### config.mk
export PLATFORM = sky130hd
export DESIGN_NAME = bcd_updown_counter_flat
export DESIGN_NICKNAME = d
export VERILOG_FILES = /design/src/rtl/bcd_updown_counter_pkg.sv /design/src/rtl/bcd_updown_counter_if.sv /design/src/rtl/bcd_updown_counter_digit.sv /design/src/rtl/bcd_updown_counter.sv /design/src/flat_wrapper.sv
export SDC_FILE = /design/constraint.sdc
export NUM_CORES = 1
export LEC_CHECK = 0
export CORE_UTILIZATION = 40
export CTS_BUF_LIST = sky130_fd_sc_hd__clkbuf_4
export CTS_CLUSTER_SIZE = 25
export DETAILED_ROUTE_END_ITERATION = 10
export PLACE_DENSITY = 0.71
export SYNTH_ARGS = -nofsm -noshare
export SYNTH_HDL_FRONTEND = slang
export SYNTH_SLANG_ARGS = --single-unit
### constraint.sdc
create_clock -name clock -period 1.49 [get_ports clock]
set_input_delay 0.2235 -clock clock [delete_from_list [all_inputs] [get_ports clock]]
set_output_delay 0.2235 -clock clock [all_outputs]
set_load 0.01 [all_outputs]
### src/rtl/bcd_updown_counter_pkg.sv
// Shared constants for the BCD up/down counter: digit width, default digit
// ceiling, direction encodings and the illegal-digit clamp helper.
package bcd_pkg;

    localparam int DIGIT_WIDTH       = 4;
    localparam int DEFAULT_DIGIT_MAX = 9;

    localparam logic DIR_UP   = 1'b1;
    localparam logic DIR_DOWN = 1'b0;

    function automatic logic [DIGIT_WIDTH-1:0] clampDigit(
        input logic [DIGIT_WIDTH-1:0] value,
        input logic [DIGIT_WIDTH-1:0] ceiling
    );
        return (value > ceiling) ? ceiling : value;
    endfunction

endpackage

### src/rtl/bcd_updown_counter_if.sv
// Control and data bundle of the BCD up/down counter.
// The master drives count/load requests; the slave returns count, carry and load error.
interface bcd_updown_counter_if
    import bcd_pkg::*;
#(
    parameter int DIGITS = 2
);

    logic                          enable;
    logic                          load;
    logic                          up_down;
    logic [DIGIT_WIDTH*DIGITS-1:0] din;
    logic [DIGIT_WIDTH*DIGITS-1:0] dout;
    logic                          cout;
    logic                          load_err;

    modport master (
        output enable, load, up_down, din,
        input  dout, cout, load_err
    );

    modport slave (
        input  enable, load, up_down, din,
        output dout, cout, load_err
    );

endinterface

### src/rtl/bcd_updown_counter_digit.sv
// One BCD decade: wraps between 0 and DIGIT_MAX, emits carry/borrow co.
// Latency 1 cycle for load/count; co and err are combinational.
module bcd_digit
    import bcd_pkg::*;
#(
    parameter int DIGIT_MAX = DEFAULT_DIGIT_MAX
) (
    input  logic                   clock,
    input  logic                   reset,
    input  logic                   ci,
    input  logic                   up_down,
    input  logic                   load,
    input  logic [DIGIT_WIDTH-1:0] dinDigit,
    output logic [DIGIT_WIDTH-1:0] digit,
    output logic                   co,
    output logic                   err
);

    localparam logic [DIGIT_WIDTH-1:0] MAX_DIGIT = DIGIT_WIDTH'(DIGIT_MAX);

    logic atTerminal;

    // Terminal depends on direction so the same edge both wraps and ripples.
    assign atTerminal = (up_down == DIR_UP) ? (digit == MAX_DIGIT) : (digit == '0);
    assign co         = ci & atTerminal;
    assign err        = load & (dinDigit > MAX_DIGIT);

    always_ff @(posedge clock) begin
        if (reset) begin
            digit <= '0;
        end else if (load) begin
            digit <= clampDigit(dinDigit, MAX_DIGIT);
        end else if (ci) begin
            if (up_down == DIR_UP) begin
                digit <= atTerminal ? '0 : digit + 4'd1;
            end else begin
                digit <= atTerminal ? MAX_DIGIT : digit - 4'd1;
            end
        end
    end

endmodule

### src/rtl/bcd_updown_counter.sv
// Cascadable multi-decade BCD up/down counter with clamped parallel load.
// Latency 1 cycle load/count to dout; cout is combinational; no backpressure.
module bcd_updown_counter
    import bcd_pkg::*;
#(
    parameter int DIGITS    = 2,
    parameter int DIGIT_MAX = DEFAULT_DIGIT_MAX
) (
    input  logic                 clock,
    input  logic                 reset,
    bcd_updown_counter_if.slave  bus
);

    logic [DIGITS:0]   carryChain;
    logic [DIGITS-1:0] digitErr;
    logic              loadErrQ;

    // Load outranks counting, so a load edge never injects a carry.
    assign carryChain[0] = bus.enable & ~bus.load;

    for (genvar k = 0; k < DIGITS; k++) begin : g_digit
        bcd_digit #(
            .DIGIT_MAX (DIGIT_MAX)
        ) u_digit (
            .clock    (clock),
            .reset    (reset),
            .ci       (carryChain[k]),
            .up_down  (bus.up_down),
            .load     (bus.load),
            .dinDigit (bus.din[k*DIGIT_WIDTH +: DIGIT_WIDTH]),
            .digit    (bus.dout[k*DIGIT_WIDTH +: DIGIT_WIDTH]),
            .co       (carryChain[k+1]),
            .err      (digitErr[k])
        );
    end

    always_ff @(posedge clock) begin
        if (reset) begin
            loadErrQ <= 1'b0;
        end else begin
            loadErrQ <= |digitErr;
        end
    end

    assign bus.load_err = loadErrQ;
    assign bus.cout     = carryChain[DIGITS];

endmodule

### src/flat_wrapper.sv
// flat-port wrapper written by rule: the top's interface ports become plain ports
module bcd_updown_counter_flat import bcd_pkg::*;
#(
    parameter int DIGITS    = 2,
    parameter int DIGIT_MAX = DEFAULT_DIGIT_MAX
)
  (clock, reset, bus_enable, bus_load, bus_up_down, bus_din, bus_dout, bus_cout, bus_load_err);
  bcd_updown_counter_if #(.DIGITS(DIGITS)) bus_i ();
  input  logic clock;
  input  logic reset;
  input wire logic [$bits(bus_i.enable)-1:0] bus_enable;
  input wire logic [$bits(bus_i.load)-1:0] bus_load;
  input wire logic [$bits(bus_i.up_down)-1:0] bus_up_down;
  input wire logic [$bits(bus_i.din)-1:0] bus_din;
  output wire logic [$bits(bus_i.dout)-1:0] bus_dout;
  output wire logic [$bits(bus_i.cout)-1:0] bus_cout;
  output wire logic [$bits(bus_i.load_err)-1:0] bus_load_err;
  assign bus_i.enable = bus_enable;
  assign bus_i.load = bus_load;
  assign bus_i.up_down = bus_up_down;
  assign bus_i.din = bus_din;
  assign bus_dout = bus_i.dout;
  assign bus_cout = bus_i.cout;
  assign bus_load_err = bus_i.load_err;
  bcd_updown_counter #(.DIGITS(DIGITS), .DIGIT_MAX(DIGIT_MAX)) u_core (.clock(clock), .reset(reset), .bus(bus_i));
endmodule
==> qor.yml <==
outcome: "complete, but fails checks"
violations: "setup timing"
wl_per_cell_um: 17.4
layout_common_cells: "buf_4 (27), clkdlybuf4s50_1 (12), dlygate4sd2_1 (8), inv_1 (7), buf_6 (7)"
timing.final.crit_share: 1.13
max_freq_ghz: 0.593
holdBufCountCts: 0
async_reset_ff_frac: 0
dpl-instance-area_um2: 1320
synth_edf_count: 0
cts.sinks: 9
cts_root_buf: "clkbuf_4"
critPathSlowestCell: "or4_4"
ioPinCount: 23
gp_congestion: 0.895
die_w_um: 47.2
slew_headroom: 0.755
drc: 0
setup_ws_ps: -196
setup_violations: 6
hold_start: "bus_din[0]"
ys_types: 39
finalCriticalPeriod_ps: 1690
dpl.hpwl_mm: 1.98
die-area_um2: 2220
power_per_cell_area_nw_per_um2: 623
grt_pass1_wl_mm: 4.68
ys_seq_area_frac: 0.221
postRouteAntennaNets: 0
drt_pass1_iterations: 4
grt_antenna_before_repair: 0
numPortBuffers: 22
wirelength_mm: 3.20
hold_violations: 0
dp_cells: 176
start_kind: "flip-flop"
yosysWarnings: 0
path_buf_inv: 2
synth_area_leaders: "dfxtp_1 (22%), ha_1 (9.2%), inv_1 (5.1%)"
synth_seq_cells: 9
synthDominantCellAreaShare: 0.221
clk_latency_ps: 260
nets: 179
htree_levels: 1
criticalPathCategory: "flip-flop to flip-flop"
clk_pin_slew_ps: 70
rows: 15
finalClockSkew_ps: 14.9
final_common_cell: "buf_4"
drt_iter0_drc: 50
grt_pass1_vias: 1001
area_growth_pct: 85.3
drv_slew: 0
cp.arrival_ps: 1870
clk_path_buf_depth: 2
grt_start_max_net_pins: 16
start_util: 0.448
synth_cells: 104
rsz0062_at_grt: "yes"
cts_buffers: 3
hold_ws_ps: 549
end_kind: "flip-flop"
drv_cap: 0
yosys.area.top_type: "dfxtp_1"
crit_fanout: 3
cp-startpoint: "u_core.g_digit[0].u_digit.digit[1]$_SDFFE_PP0P_"
syn_avg_cell_area_um2: 7.84
cts_tree: "built"
tightestPinTransition_ps: 365
syn_nets: 123
rr_startpoint: "u_core.g_digit[0].u_digit.digit[1]$_SDFFE_PP0P_"
core_um2: 1820
design_area_um2: 1510
tns_ps: -767
stdcell_count: 184
post-place-ws_ps: -674
vias_per_cell: 5.97
antennaDiodeCount: 0
vias: 1099
slowest_delay_ps: 520
worst_ep_required_time_ps: 1670
synthFlopType: "dfxtp_1"
leakage_nw: 0.656
path_cells: "inv_4, ha_4, and3_4, buf_6, or4_4, a221oi_4"
peakVddDrop_mv: 0.665
drive_above_1_share: 0.421
utilization: 0.830
hold_class: "input port to flip-flop"
synthesis.area_um2: 816
critical_path.top_delay_family: "simple AND/OR/NAND/NOR gates"
gr-total-overflow: 0
fp.dieH_um: 47.2
power_mw: 0.942
grt_usage: 0.299
## sequential cells by signal (all words and copies together) (netlist names)
register	cells
u_core.g_digit.u_digit.digit	8
u_core.bus.load_err	1
## synthesized netlist by cell type (2+ instances only)
| cell | count |
|---|---|
| a21oi_1 | 7 |
| a221oi_1 | 3 |
| a311oi_1 | 3 |
| buf_2 | 2 |
| clkbuf_1 | 3 |
| dfxtp_1 | 9 |
| ha_1 | 6 |
| inv_1 | 11 |
| nand2_1 | 6 |
| nand2b_1 | 3 |
| nand3_1 | 5 |
| nand4b_1 | 2 |
| nor2_1 | 6 |
| nor2b_1 | 3 |
| nor3_1 | 2 |
| nor4b_1 | 2 |
| o211ai_1 | 3 |
| o21ai_0 | 6 |
| xnor2_1 | 2 |
## path summary, 6_finish.rpt
path	endpoint	slack, ps	depth (start not counted)
worst max-delay path	u_core.g_digit[0].u_digit.digit[2]$_SDFFE_PP0P_	-200	6
worst min-delay path	u_core.g_digit[0].u_digit.digit[0]$_SDFFE_PP0P_	550	3
worst max register to register	u_core.g_digit[0].u_digit.digit[2]$_SDFFE_PP0P_	-200	6
worst min register to register	u_core.g_digit[1].u_digit.digit[2]$_SDFFE_PP0P_	750	4
## layout make-up
| class | instances | area, um2 |
|---|---|---|
| Timing Repair Buffer | 56 | 489 |
| Inverter | 11 | 48.8 |
| Tap cell | 25 | 31.3 |
| Fill cell | 105 | 309 |
| Multi-Input combinational cell | 79 | 716 |
| Sequential cell | 9 | 196 |
| Clock buffer | 4 | 30.0 |
## worst reg2reg max path: cells and delay by family, from the launching register on
family / cells / cell delay [ps]
fa+ha+maj: 1 / 160
flops: 1 / 360
compound gates: 1 / 230
buf+inv: 2 / 160
simple gates: 2 / 700
## where the power goes
| group | leakage [nW] | total, mW | internal, mW | switching, mW |
|---|---|---|---|---|
| Sequential | 0.0777 | 0.286 | 0.261 | 0.0251 |
| Combinational | 0.560 | 0.444 | 0.235 | 0.209 |
| Clock | 0.0184 | 0.212 | 0.121 | 0.0909 |
| Total | 0.656 | 0.942 | 0.617 | 0.325 |
## logic make-up after synthesis
family | Yosys count | share of synthesized area
adder cells (fa/ha/maj) | 6 | 0.0920
flip-flops | 9 | 0.221
AND/OR/NAND/NOR | 37 | 0.279
buffers and inverters | 16 | 0.0767
XOR/XNOR | 2 | 0.0215
AO/OA/AOI/OAI | 34 | 0.310
## what timing repair did
item / 4_1_cts / 5_1_grt
endpoints found under the setup margin: 13 / 10
setup buffers: 3 / 1
pin swaps: 12 / 8
resized for setup: 27 / 20
## layer usage
layer / up-vias / wire (um) / track usage
li1: 503 / - / -
met1: 528 / 1500 / 0.417
met4: 0 / 72 / 0.109
met3: 12 / 126 / 0.0385
met2: 56 / 1510 / 0.469
met5: - / 0 / 0
(Power assumes the default switching activity.)
